### src/rtl/mux4_pkg.sv
// mux4_pkg: shared constants and the round-robin grant function used by the
// four-channel multiplexer (mux4_rr) and its arbiter (rr_arb4).
//   N_CH    number of input channels
//   SEL_W   width of a channel index / tag
//   rr_next one-hot grant for the first requester after 'last' (cyclic)
package mux4_pkg;

  localparam int N_CH  = 4;
  localparam int SEL_W = 2;

  // Search order is last+1, last+2, last+3, last (mod N_CH); the first
  // requesting channel in that order wins. No request gives an all-zero grant.
  function automatic logic [N_CH-1:0] rr_next(input logic [N_CH-1:0]  req,
                                              input logic [SEL_W-1:0] last);
    logic [N_CH-1:0]  gnt;
    logic [SEL_W-1:0] idx;
    logic             found;
    gnt   = '0;
    found = 1'b0;
    for (int unsigned k = 1; k <= N_CH; k++) begin
      idx = SEL_W'(32'(last) + k);
      if (!found && req[idx]) begin
        gnt[idx] = 1'b1;
        found    = 1'b1;
      end
    end
    return gnt;
  endfunction

endpackage

### src/rtl/rr_arb4.sv
// rr_arb4: purely combinational four-way round-robin arbiter.
//   req     [3:0] request per channel
//   last    [1:0] index of the most recently granted channel
//   gnt     [3:0] one-hot grant (zero when no request)
//   gnt_idx [1:0] binary index of the granted channel (0 when no request)
//   any           at least one request present
module rr_arb4
  import mux4_pkg::*;
(
  input  logic [N_CH-1:0]  req,
  input  logic [SEL_W-1:0] last,
  output logic [N_CH-1:0]  gnt,
  output logic [SEL_W-1:0] gnt_idx,
  output logic             any
);

  logic [N_CH-1:0] w_gnt;

  assign w_gnt = rr_next(req, last);
  assign gnt   = w_gnt;
  assign any   = |req;

  always_comb begin
    gnt_idx = '0;
    for (int unsigned i = 0; i < N_CH; i++) begin
      if (w_gnt[i]) gnt_idx = SEL_W'(i);
    end
  end

endmodule

### src/rtl/mux4_rr.sv
// mux4_rr: four-channel to one-channel multiplexer with round-robin
// arbitration, valid/ready handshakes on every port and a single registered
// output stage. Each output word carries its source channel in out_sel.
//   clk        rising-edge clock
//   rst        synchronous active-high reset
//   in_valid   [3:0]          per-channel word present
//   in_data    [4*DATA_W-1:0] channel i word at [i*DATA_W +: DATA_W]
//   in_ready   [3:0]          per-channel accept (at most one bit high)
//   out_valid                 output register holds a word
//   out_data   [DATA_W-1:0]   forwarded word
//   out_sel    [1:0]          source channel of out_data
//   out_ready                 downstream accepts out_data
module mux4_rr
  import mux4_pkg::*;
#(
  parameter int DATA_W = 8
) (
  input  logic                   clk,
  input  logic                   rst,
  input  logic [N_CH-1:0]        in_valid,
  input  logic [N_CH*DATA_W-1:0] in_data,
  output logic [N_CH-1:0]        in_ready,
  output logic                   out_valid,
  output logic [DATA_W-1:0]      out_data,
  output logic [SEL_W-1:0]       out_sel,
  input  logic                   out_ready
);

  logic [SEL_W-1:0]  r_last;
  logic              r_out_valid;
  logic [DATA_W-1:0] r_out_data;
  logic [SEL_W-1:0]  r_out_sel;

  logic [N_CH-1:0]   w_gnt;
  logic [SEL_W-1:0]  w_gnt_idx;
  logic              w_any;
  logic              w_can_load;
  logic              w_load;
  logic [DATA_W-1:0] w_words [N_CH];

  for (genvar g = 0; g < N_CH; g++) begin : g_words
    assign w_words[g] = in_data[g*DATA_W +: DATA_W];
  end

  rr_arb4 u_arb (
    .req     (in_valid),
    .last    (r_last),
    .gnt     (w_gnt),
    .gnt_idx (w_gnt_idx),
    .any     (w_any)
  );

  // The slot is free when empty or when the held word leaves this cycle.
  assign w_can_load = ~r_out_valid | out_ready;
  // Reset wins over any transfer, so no channel is told it was accepted.
  assign in_ready   = w_gnt & {N_CH{w_can_load & ~rst}};
  assign w_load     = w_any & w_can_load;

  always_ff @(posedge clk) begin
    if (rst) begin
      r_out_valid <= 1'b0;
      r_out_data  <= '0;
      r_out_sel   <= '0;
      r_last      <= SEL_W'(N_CH - 1);
    end else if (w_load) begin
      r_out_valid <= 1'b1;
      r_out_data  <= w_words[w_gnt_idx];
      r_out_sel   <= w_gnt_idx;
      r_last      <= w_gnt_idx;
    end else if (out_ready) begin
      r_out_valid <= 1'b0;
    end
  end

  assign out_valid = r_out_valid;
  assign out_data  = r_out_data;
  assign out_sel   = r_out_sel;

endmodule

### config.mk
export PLATFORM = sky130hd
export DESIGN_NAME = mux4_rr
export DESIGN_NICKNAME = d
export VERILOG_FILES = /design/src/rtl/mux4_pkg.sv /design/src/rtl/rr_arb4.sv /design/src/rtl/mux4_rr.sv
export SDC_FILE = /design/constraint.sdc
export NUM_CORES = 1
export LEC_CHECK = 0
export ABC_AREA = 1
export CAP_MARGIN = 20
export CORE_MARGIN = 2
export CORE_UTILIZATION = 47
export CTS_CLUSTER_DIAMETER = 60
export DETAILED_ROUTE_END_ITERATION = 8
export PLACE_DENSITY = 0.93
export SLEW_MARGIN = 20
export SYNTH_ARGS = -nofsm -noshare
export SYNTH_HDL_FRONTEND = slang
export SYNTH_SLANG_ARGS = --single-unit
### constraint.sdc
create_clock -name clk -period 6.7 [get_ports clk]
set_input_delay 1.005 -clock clk [delete_from_list [all_inputs] [get_ports clk]]
set_output_delay 1.005 -clock clk [all_outputs]
set_load 0.05 [all_outputs]
======== After elaboration in Yosys (flattened, before gate mapping) ========
Cells that the tools add are included.
storage, ports and cells
  ROM bits ................................ 0
  input port bits ......................... 39
  output and inout bits ................... 15
  logic and storage cells ................. 70
  flip-flop bits (word level) ............. 13
  RAM bits ................................ 0
  latch bits .............................. 0
  memories ................................ 0
cells by class
  $mul .................................... 0
  mux-type cells .......................... 31
  reductions and logical operators ........ 12
  bitwise gates (word level) .............. 10
  equal/unequal tests ..................... 0
  divide/modulo/power cells ............... 0
  add/subtract/negate cells ............... 4
  magnitude comparators ................... 9
  shift-type cells ........................ 0
operator list
  operator                                                               count
  8-bit binary-select mux with 2-bit select                              1
  4-bit two-way mux                                                      4
  8-bit two-way mux                                                      2
  1-bit two-way mux                                                      14
  2-bit by 3-bit < comparator with 1-bit output, second input constant   4
  4-bit bitwise OR                                                       3
  1-bit binary-select mux with 2-bit select                              4
  1-bit demux with 2-bit select                                          4
  2-bit by 1-bit >= comparator with 1-bit output, second input constant  4
  1-bit logical AND                                                      7
  2-bit by 1-bit adder with 2-bit output, second input constant          2
  2-bit adder, second input constant                                     2
  4-bit bitwise AND                                                      1
  2-bit two-way mux                                                      2
  4-bit OR reduction                                                     1
  3-bit >= comparator, second input constant                             1
  1-bit zero test                                                        3
  2-bit NOT with 3-bit output                                            1
  1-bit bitwise AND                                                      2
  1-bit NOT                                                              2
  2-bit nonzero test                                                     1
  1-bit bitwise OR                                                       1

======== Longest topological paths before layout ========
Gate-level depths: netlist of the first run.
  word-level depth ........................ 20
  gate-level depth with buffers ........... 18
  depth with buffers taken out ............ 18

======== Cells and area by module ========
From an unflattened synthesis of the first run, not the netlist that was laid out.
unflattened totals
  cells, all modules ...................... 211
  area total of the unflattened synthesis .. 1257.5 um^2
by module, submodules not included
  module   area each (um^2)  cells an instance  instances  seq. area each (um^2)
  mux4_rr  794.5             134                1          260.2
  rr_arb4  462.9             77                 1          0.0

======== Worst setup path after synthesis of the first run ========
OpenSTA, ideal clock, no wires.
  path kind ............................... input -> output
  from .................................... input port in_valid[2]
  to ...................................... output port in_ready[3]
  path slack .............................. 3.174 ns
  arrival ................................. 2.521 ns
  buffers on the path ..................... 1
  cell stages on the path ................. 10
  cell sequence ........................... nand2_1 -> nand3_2 -> nand2_2 -> nand2_2 -> nor2_4 -> nand2_1 -> inv_2 -> nor2_8 -> buf_6 -> nor2_1
on the way
  word-level cells in the longest chain between the ends .. 13
ends and longest elaborated chain
  what                                       RTL line        text
  start, declared                            mux4_rr.sv:20   input logic [N_CH-1:0] in_valid,
  1-bit binary-select mux with 2-bit select  mux4_pkg.sv:22  if (!found && req[idx]) begin
  1-bit two-way mux (not written as such)    mux4_pkg.sv:22
  1-bit two-way mux                          mux4_pkg.sv:22
  1-bit zero test                            mux4_pkg.sv:22
  1-bit logical AND                          mux4_pkg.sv:22
  1-bit two-way mux                          mux4_pkg.sv:22
  1-bit zero test                            mux4_pkg.sv:22
  1-bit logical AND                          mux4_pkg.sv:22
  1-bit two-way mux                          mux4_pkg.sv:22
  1-bit zero test                            mux4_pkg.sv:22
  1-bit logical AND                          mux4_pkg.sv:22
  4-bit two-way mux (*)                      mux4_pkg.sv:22
  4-bit bitwise AND (*)                      mux4_rr.sv:56   assign in_ready = w_gnt & {N_CH{w_can_load & ~rst}};
  end, declared                              mux4_rr.sv:22   output logic [N_CH-1:0] in_ready,
Mark *: on every way between the ends. The rest lies on a longest branch, timed or not. The select of a mux whose other input is x is not followed.

======== Worst setup path in the final report of the first run ========
  from .................................... input port in_valid[1]
  to ...................................... output port in_ready[3]
Same word-level chain as after synthesis.

==> impl_results.md, run 1 <==
* Status: finished clean
* Number of global-route vias before repair at roughly 1400
* Simple-gate portion of the synthesized area at 0.552
* Post-synthesis sequential area ratio at 0.196
* Placeable Area at between 0.002 and 0.003 mm^2
* Ys flop type: dfxtp_1
* CTS max path bufs at 2
* CP max FO at 19
* Setup TNS at 0 ns
* XOR/XNOR Fraction of Synth Area at 0
* Worst setup SP type: input port
* Number of enable flip-flop cells after synthesis at 0
* First-pass DRT Iterations at 6
* Worst slew pin tran at between 0.6 and 0.7 ns
* P_leak at between 0.001 and 0.0015 uW
* Average size of a mapped cell at about 5.6 um^2
* Nets@finish at between 300 and 400
* Final core area utilization at 0.704
* Final setup vio count at 0
* WL final at roughly 3.5 mm
* CTS root buffer: clkbuf_4
* Clock sinks at 13
* # rows at 19
* Setup Crit Path Kind: input port to output port
* Area growth from synthesis to layout at 43.6%
* Filler Cell Count at 235
* Total grt overflow at 0
* Synth top cells by count: 67 x nand2_1, 51 x nor2_1, 36 x inv_1
* TritonCTS Buffers at 3
* Synthesized flop and latch total at 13
* Synth Area in Adders at 0.0754
* GPL Wtd Cong at roughly 0.94
* Min Hold Slack at between 0.4 and 0.5 ns
* Largest family of logic cells by synthesized area: simple AND/OR/NAND/NOR gates
* Vias at 1577
* Vias per cell at 4.87
* Cts hold-fix bufs at 0
* Antenna diode count at 0
* Tmin final at 4.23 ns
* Clk slew on worst S/H paths at ~0.08 ns
* Most common cell in the netlist: nand2_1
* Initial antenna violation count at 0
* Critical path required time at 5.69 ns
* Max cap viols at 0
* Distinct cells, synth at 23
* Skew final at between 0.004 and 0.005 ns
* CP Capture Type: output port
* Gr usage total at 0.211
* Worst ir drop on vdd at approximately 0.00044 V
* Main area contributors after synthesis: dfxtp_1 20%, nand2_1 19%, nor2_1 14%, nand3_1 12%, inv_1 10%
* Proportion of synthesized area in mux cells at 0
* Die H at 57.1 um
* Tcrit/Tclk final at 0.631
* Resize count post-CTS at 0
* RSZ-0062 raised after global routing: false
* Share of cells above drive strength 1 at 0.0751
* Antenna violation net count after detailed routing at 0
* Crit path DAT at between 3 and 4 ns
* Num ports at 54
* Syn_nets at between 200 and 300
* Syn Inst Count at 239
* Top cell type's share of synthesized area at 0.196
* First-pass GRT wire length at between 5 and 6 mm
* Pin count of the biggest net entering global routing at 23
* Synthesized area at 0.00133 mm^2
* Number of DRC markers in iteration 0 at 70
* Final hold vios at 0
* Die width at 57.1 um
* Largest area contributor in the netlist: dfxtp_1
* Slew Limit Headroom at 0.586
* Yosys Warn Count at 0
* Initial Util at 0.490
* Complex-gate fraction of the synthesized area at 0.0415
* WL per Instance at 10.9 um
* Worst-Skew Late Latency at approximately 0.28 ns
* Ys async rst share at 0
* Setup Buffers After CTS at 0
* Total die area at approximately 0.0033 mm^2
* Power per cell area at between 500 and 600 mW/mm^2
* Hold Crit Class: flop to flop
* TritonCTS clock tree: built
* Placed cells at 320
* IO buf count at 53
* DRC Markers at 0
* FMAX at 0.237 GHz
* # H-tree levels at 1
* Post-Layout Cell Count at around 320
* DP Wirelength at about 2.8 mm
* Slew Limit Fails at 0
final cells by class:
cell class                      instances  area [um^2]  share of cell area
Inverter                               41          154              0.0807
Clock buffer                            3         22.5              0.0118
Sequential cell                        13          260               0.136
Tap cell                               31         38.8              0.0203
Clock inverter                          1         5.00             0.00262
Multi-Input combinational cell        181          888               0.466
Timing Repair Buffer                   54          538               0.282
registers in the layout, summed over array words and instances (netlist names):
| register | cells |
|---|---|
| out_sel | 2 |
| out_valid | 1 |
| r_last | 2 |
| out_data | 8 |
final timing paths:
kind | slack [ns] | to | cells after the start | start
min | 0.48 | out_sel[0] | 2 | out_sel[0]
max reg2reg | 4.04 | out_data[3] | 16 | r_last[0]
min reg2reg | 0.48 | out_sel[0] | 2 | out_sel[0]
max | 2.47 | in_ready[3] | 11 | in_valid[1]
per-stage QoR:
stage / setup slack, ns / area, um^2 / total power, uW
after floorplan: 3.17 / 1330 / 785
after global placement: 2.51 / 1880 / 960
after detailed placement: 2.47 / 1880 / 979
after CTS: 2.47 / 1910 / 1030
after global routing: 2.31 / 1910 / 1140
final: 2.47 / 1910 / 1040
per-layer routing:
layer | wire [um] | global-route usage
met5 | 0 | 0
met4 | 19 | 0.0565
met1 | 1620 | 0.276
met3 | 151 | 0.0227
met2 | 1740 | 0.369
cells by family after synthesis:
logic type / count (synthesis)
AO/OA/AOI/OAI: 9
adder cells (fa/ha/maj): 8
buffers and inverters: 45
flip-flops: 13
AND/OR/NAND/NOR: 164
worst max-delay path, stage by stage:
cell             delay [ns]
clkdlybuf4s50_1        0.47
nand2_1                0.11
nand3_1                0.08
nand2_2                0.13
nand2_2                0.11
nor2_4                 0.13
nand2_1                0.09
nand2_2                0.12
nor2_8                 0.08
nor2_1                 0.09
clkdlybuf4s50_1        0.81
cell usage in the layout, fill, tap and decap left out:
| master | instances |
|---|---|
| clkinv_2 | 1 |
| a21oi_1 | 2 |
| buf_4 | 1 |
| clkdlybuf4s50_1 | 53 |
| a22oi_1 | 1 |
| nand2_4 | 2 |
| inv_2 | 3 |
| a31oi_1 | 2 |
| o21ai_0 | 2 |
| nand2_1 | 67 |
| nand3_2 | 2 |
| o211ai_1 | 2 |
| nor4_1 | 1 |
| nor2_1 | 51 |
| nand2_2 | 4 |
| nand3_1 | 31 |
| ha_1 | 8 |
| dfxtp_1 | 13 |
| nor2_2 | 3 |
| clkbuf_4 | 3 |
| inv_1 | 36 |
| nor2_4 | 2 |
| nor2_8 | 1 |
| clkinv_1 | 2 |
where the power goes:
part | internal (uW) | switching (uW)
Combinational | 285 | 571
Sequential | 108 | 25.9
Clock | 22.2 | 26.0
Total | 416 | 622
No activity file was read; power rests on OpenSTA's default activity.
==> run 2, diff against run 1 <==
CORE_UTILIZATION = 43   (was 47)
PLACE_DENSITY = 0.87   (was 0.93)
clock period = 4.45 ns   (was 6.7 ns; I/O delays follow)
==> run 2 against run 1 <==
  * Die area is 8.6% higher
  * Cell area is 0.13% higher
  * Combinational power is 51% higher
  * Register-to-register slack worse by 2.3 ns
  * Routed wire length is 2.5% lower
  * Final cell count is 0.62% higher
  * Clock-buffer cell count stayed put
  * Clock skew is 0.0023 ns higher
  * Via count is 1.5% lower
  * First-iteration DRC count is 39% higher
  * Critical path type is now flop to output port
  * Highest routed layer unchanged
==> impl_results.md, run 2 (synthesis results as in run 1) <==
* # H-tree levels at 1 (unchanged)
* Tcrit/Tclk final at 0.855
* Most frequent cells in the layout: 67 x nand2_1, 53 x clkdlybuf4s50_1, 51 x nor2_1
* Worst setup SP type: flop
* Skew final at 0.00654 ns (+0.00229 ns)
* Reg2reg start: r_last[0]
* Antenna violation net count after detailed routing at 0 (unchanged)
* Final core area utilization at 0.636 (-0.0678)
* First-pass GRT wire length at 5.44 mm (-2.1%)
* CP peak stage delay at 0.80 ns (about the same)
* WL per Instance at 10.6 um (-3.1%)
* Pin count of the biggest net entering global routing at 23 (unchanged)
* TritonCTS clock tree: built
* Crit path DAT at 3.14 ns (-0.08 ns)
* # rows at 20 (+1)
* Placed Area at 0.00188 mm^2 (+0.13%)
* Final setup vio count at 0 (unchanged)
* Die width at 59.6 um (+4.2%)
* RSZ-0062 raised after global routing: false
* Slew Limit Fails at 0 (unchanged)
* Antenna diode count at 0 (unchanged)
* Slew Limit Headroom at 0.616 (+0.0300)
* Number of DRC markers in iteration 0 at 97 (+39%)
* CTS root buffer: clkbuf_4
* DRC Markers at 0 (unchanged)
* CP Capture Type: output port
* Final hold vios at 0 (unchanged)
* Worst-Skew Late Latency at 0.27 ns (about the same)
* CTS max path bufs at 2 (unchanged)
* Initial Util at 0.442 (-0.0478)
* FMAX at 0.263 GHz
* Number of global-route vias before repair at 1277 (-7.0%)
* Setup Buffers After CTS at 0 (unchanged)
* Max cap viols at 0 (unchanged)
* Max reg flops at 8 (unchanged)
* Status: finished clean
* TritonCTS Buffers at 3 (unchanged)
* Worst ir drop on vdd at 0.000476 V (+8.9%)
* Final instance area at 0.00191 mm^2 (+0.13%)
* IO buf count at 53 (unchanged)
* Clock sinks at 13 (unchanged)
* CP delay by family, top: buffers and inverters
* Total die area at 0.00355 mm^2 (+8.6%)
* Die H at 59.6 um (+4.2%)
* CP max FO at 19 (unchanged)
* Cts hold-fix bufs at 0 (unchanged)
* Gr usage total at 0.193 (-0.0175)
* Num ports at 54 (unchanged)
* WP buf/inv at 3 (+1)
* DP Wirelength at 2.78 mm (+0.74%)
* Initial antenna violation count at 0 (unchanged)
* Clk slew on worst S/H paths at 0.08 ns (about the same)
* Setup TNS at 0 ns (unchanged)
* Placeable Area at 0.00300 mm^2 (+11%)
* Power per cell area at 818 mW/mm^2 (+50%)
* Min Hold Slack at 0.475 ns (-0.00897 ns)
* Worst path slowest cell: clkdlybuf4s50_1
* Setup Crit Path Kind: flop to output port
* Vias at 1553 (-1.5%)
* Worst slew pin tran at 0.570 ns (-0.0446 ns)
* Critical path required time at 3.78 ns (-1.91 ns)
* Commonest non-fill, non-tap cell in the layout: nand2_1
* GPL Wtd Cong at 0.867 (-7.4%)
* Hold Path Origin: out_sel[0]
* Area growth from synthesis to layout at 43.8%
* Most frequent cell on the critical path: nand2_2
* CP startpoint: r_last[0]
* Nets@finish at 341 (unchanged)
* Share of cells above drive strength 1 at 0.0751 (unchanged)
* First-pass DRT Iterations at 4 (-2)
* WL final at 3.44 mm (-2.5%)
* Vias per cell at 4.76 (-2.1%)
* Total grt overflow at 0 (unchanged)
* CP Cell Sequence: inv_2, ha_1, inv_1, nand3_1, nand2_2, nand2_2, nor2_4, nand2_1, nand2_2, nor2_8, nor2_1, clkdlybuf4s50_1
* Resize count post-CTS at 0 (unchanged)
* Hold Crit Class: flop to flop
* Tmin final at around 3.8 ns
* P_leak at 0.00103 uW (unchanged)
## run 2: cell counts in the layout (fill, tap and decap cells not counted)
Identical to the previous run, type by type.
## run 2: per-layer routing
metal,part of all wire,vias up,track usage,routed length [um]
li1,-,839,-,-
met1,0.49,671,0.275,1680
met2,0.46,37,0.312,1570
met3,0.043,6,0.0218,147
met4,0.014,0,0.0444,49
met5,0,-,0,0
## run 2: area by class of cell
cell class              instances  area [um^2]
inverters                      41          154
well taps                      33         41.3
clock inverters                 1         5.00
flip-flops and latches         13          260
multi-input cells             181          888
clock buffers                   3         22.5
fillers                       283         1090
repair buffers                 54          538
## run 2: worst reg2reg max path, cell delays in order, from the launching register on
cell,delay [ns]
dfxtp_1,0.56
inv_2,0.19
ha_1,0.38
inv_1,0.09
nand3_1,0.09
nand2_2,0.14
nand2_2,0.11
nor2_4,0.14
nand2_1,0.09
nand3_2,0.20
nand2_4,0.14
nand2_4,0.14
nand2_1,0.07
nand2_1,0.05
nand3_1,0.08
nand2_1,0.07
inv_1,0.03
## run 2: power by group
part           leakage [uW]  internal, uW  switching (uW)
logic              0.000908           430             861
registers          0.000108           162            38.1
clock network     0.0000177          33.2            37.0
total               0.00103           625             936
## run 2: path summary, 6_finish.rpt
path / endpoint / slack (ns) / depth (start not counted)
worst max register to register: out_data[2] / 1.79 / 16
worst min register to register: out_sel[0] / 0.48 / 2
worst min-delay path: out_sel[0] / 0.48 / 2
worst max-delay path: in_ready[3] / 0.65 / 12
## run 2: through the flow
step,setup WS [ns],total power (uW),std cells
final,0.646,1560,326
after detailed placement,0.876,1480,322
after CTS,0.662,1550,326
after global placement,0.932,1450,322
after floorplan,1.30,1180,239
after global routing,0.438,1710,326
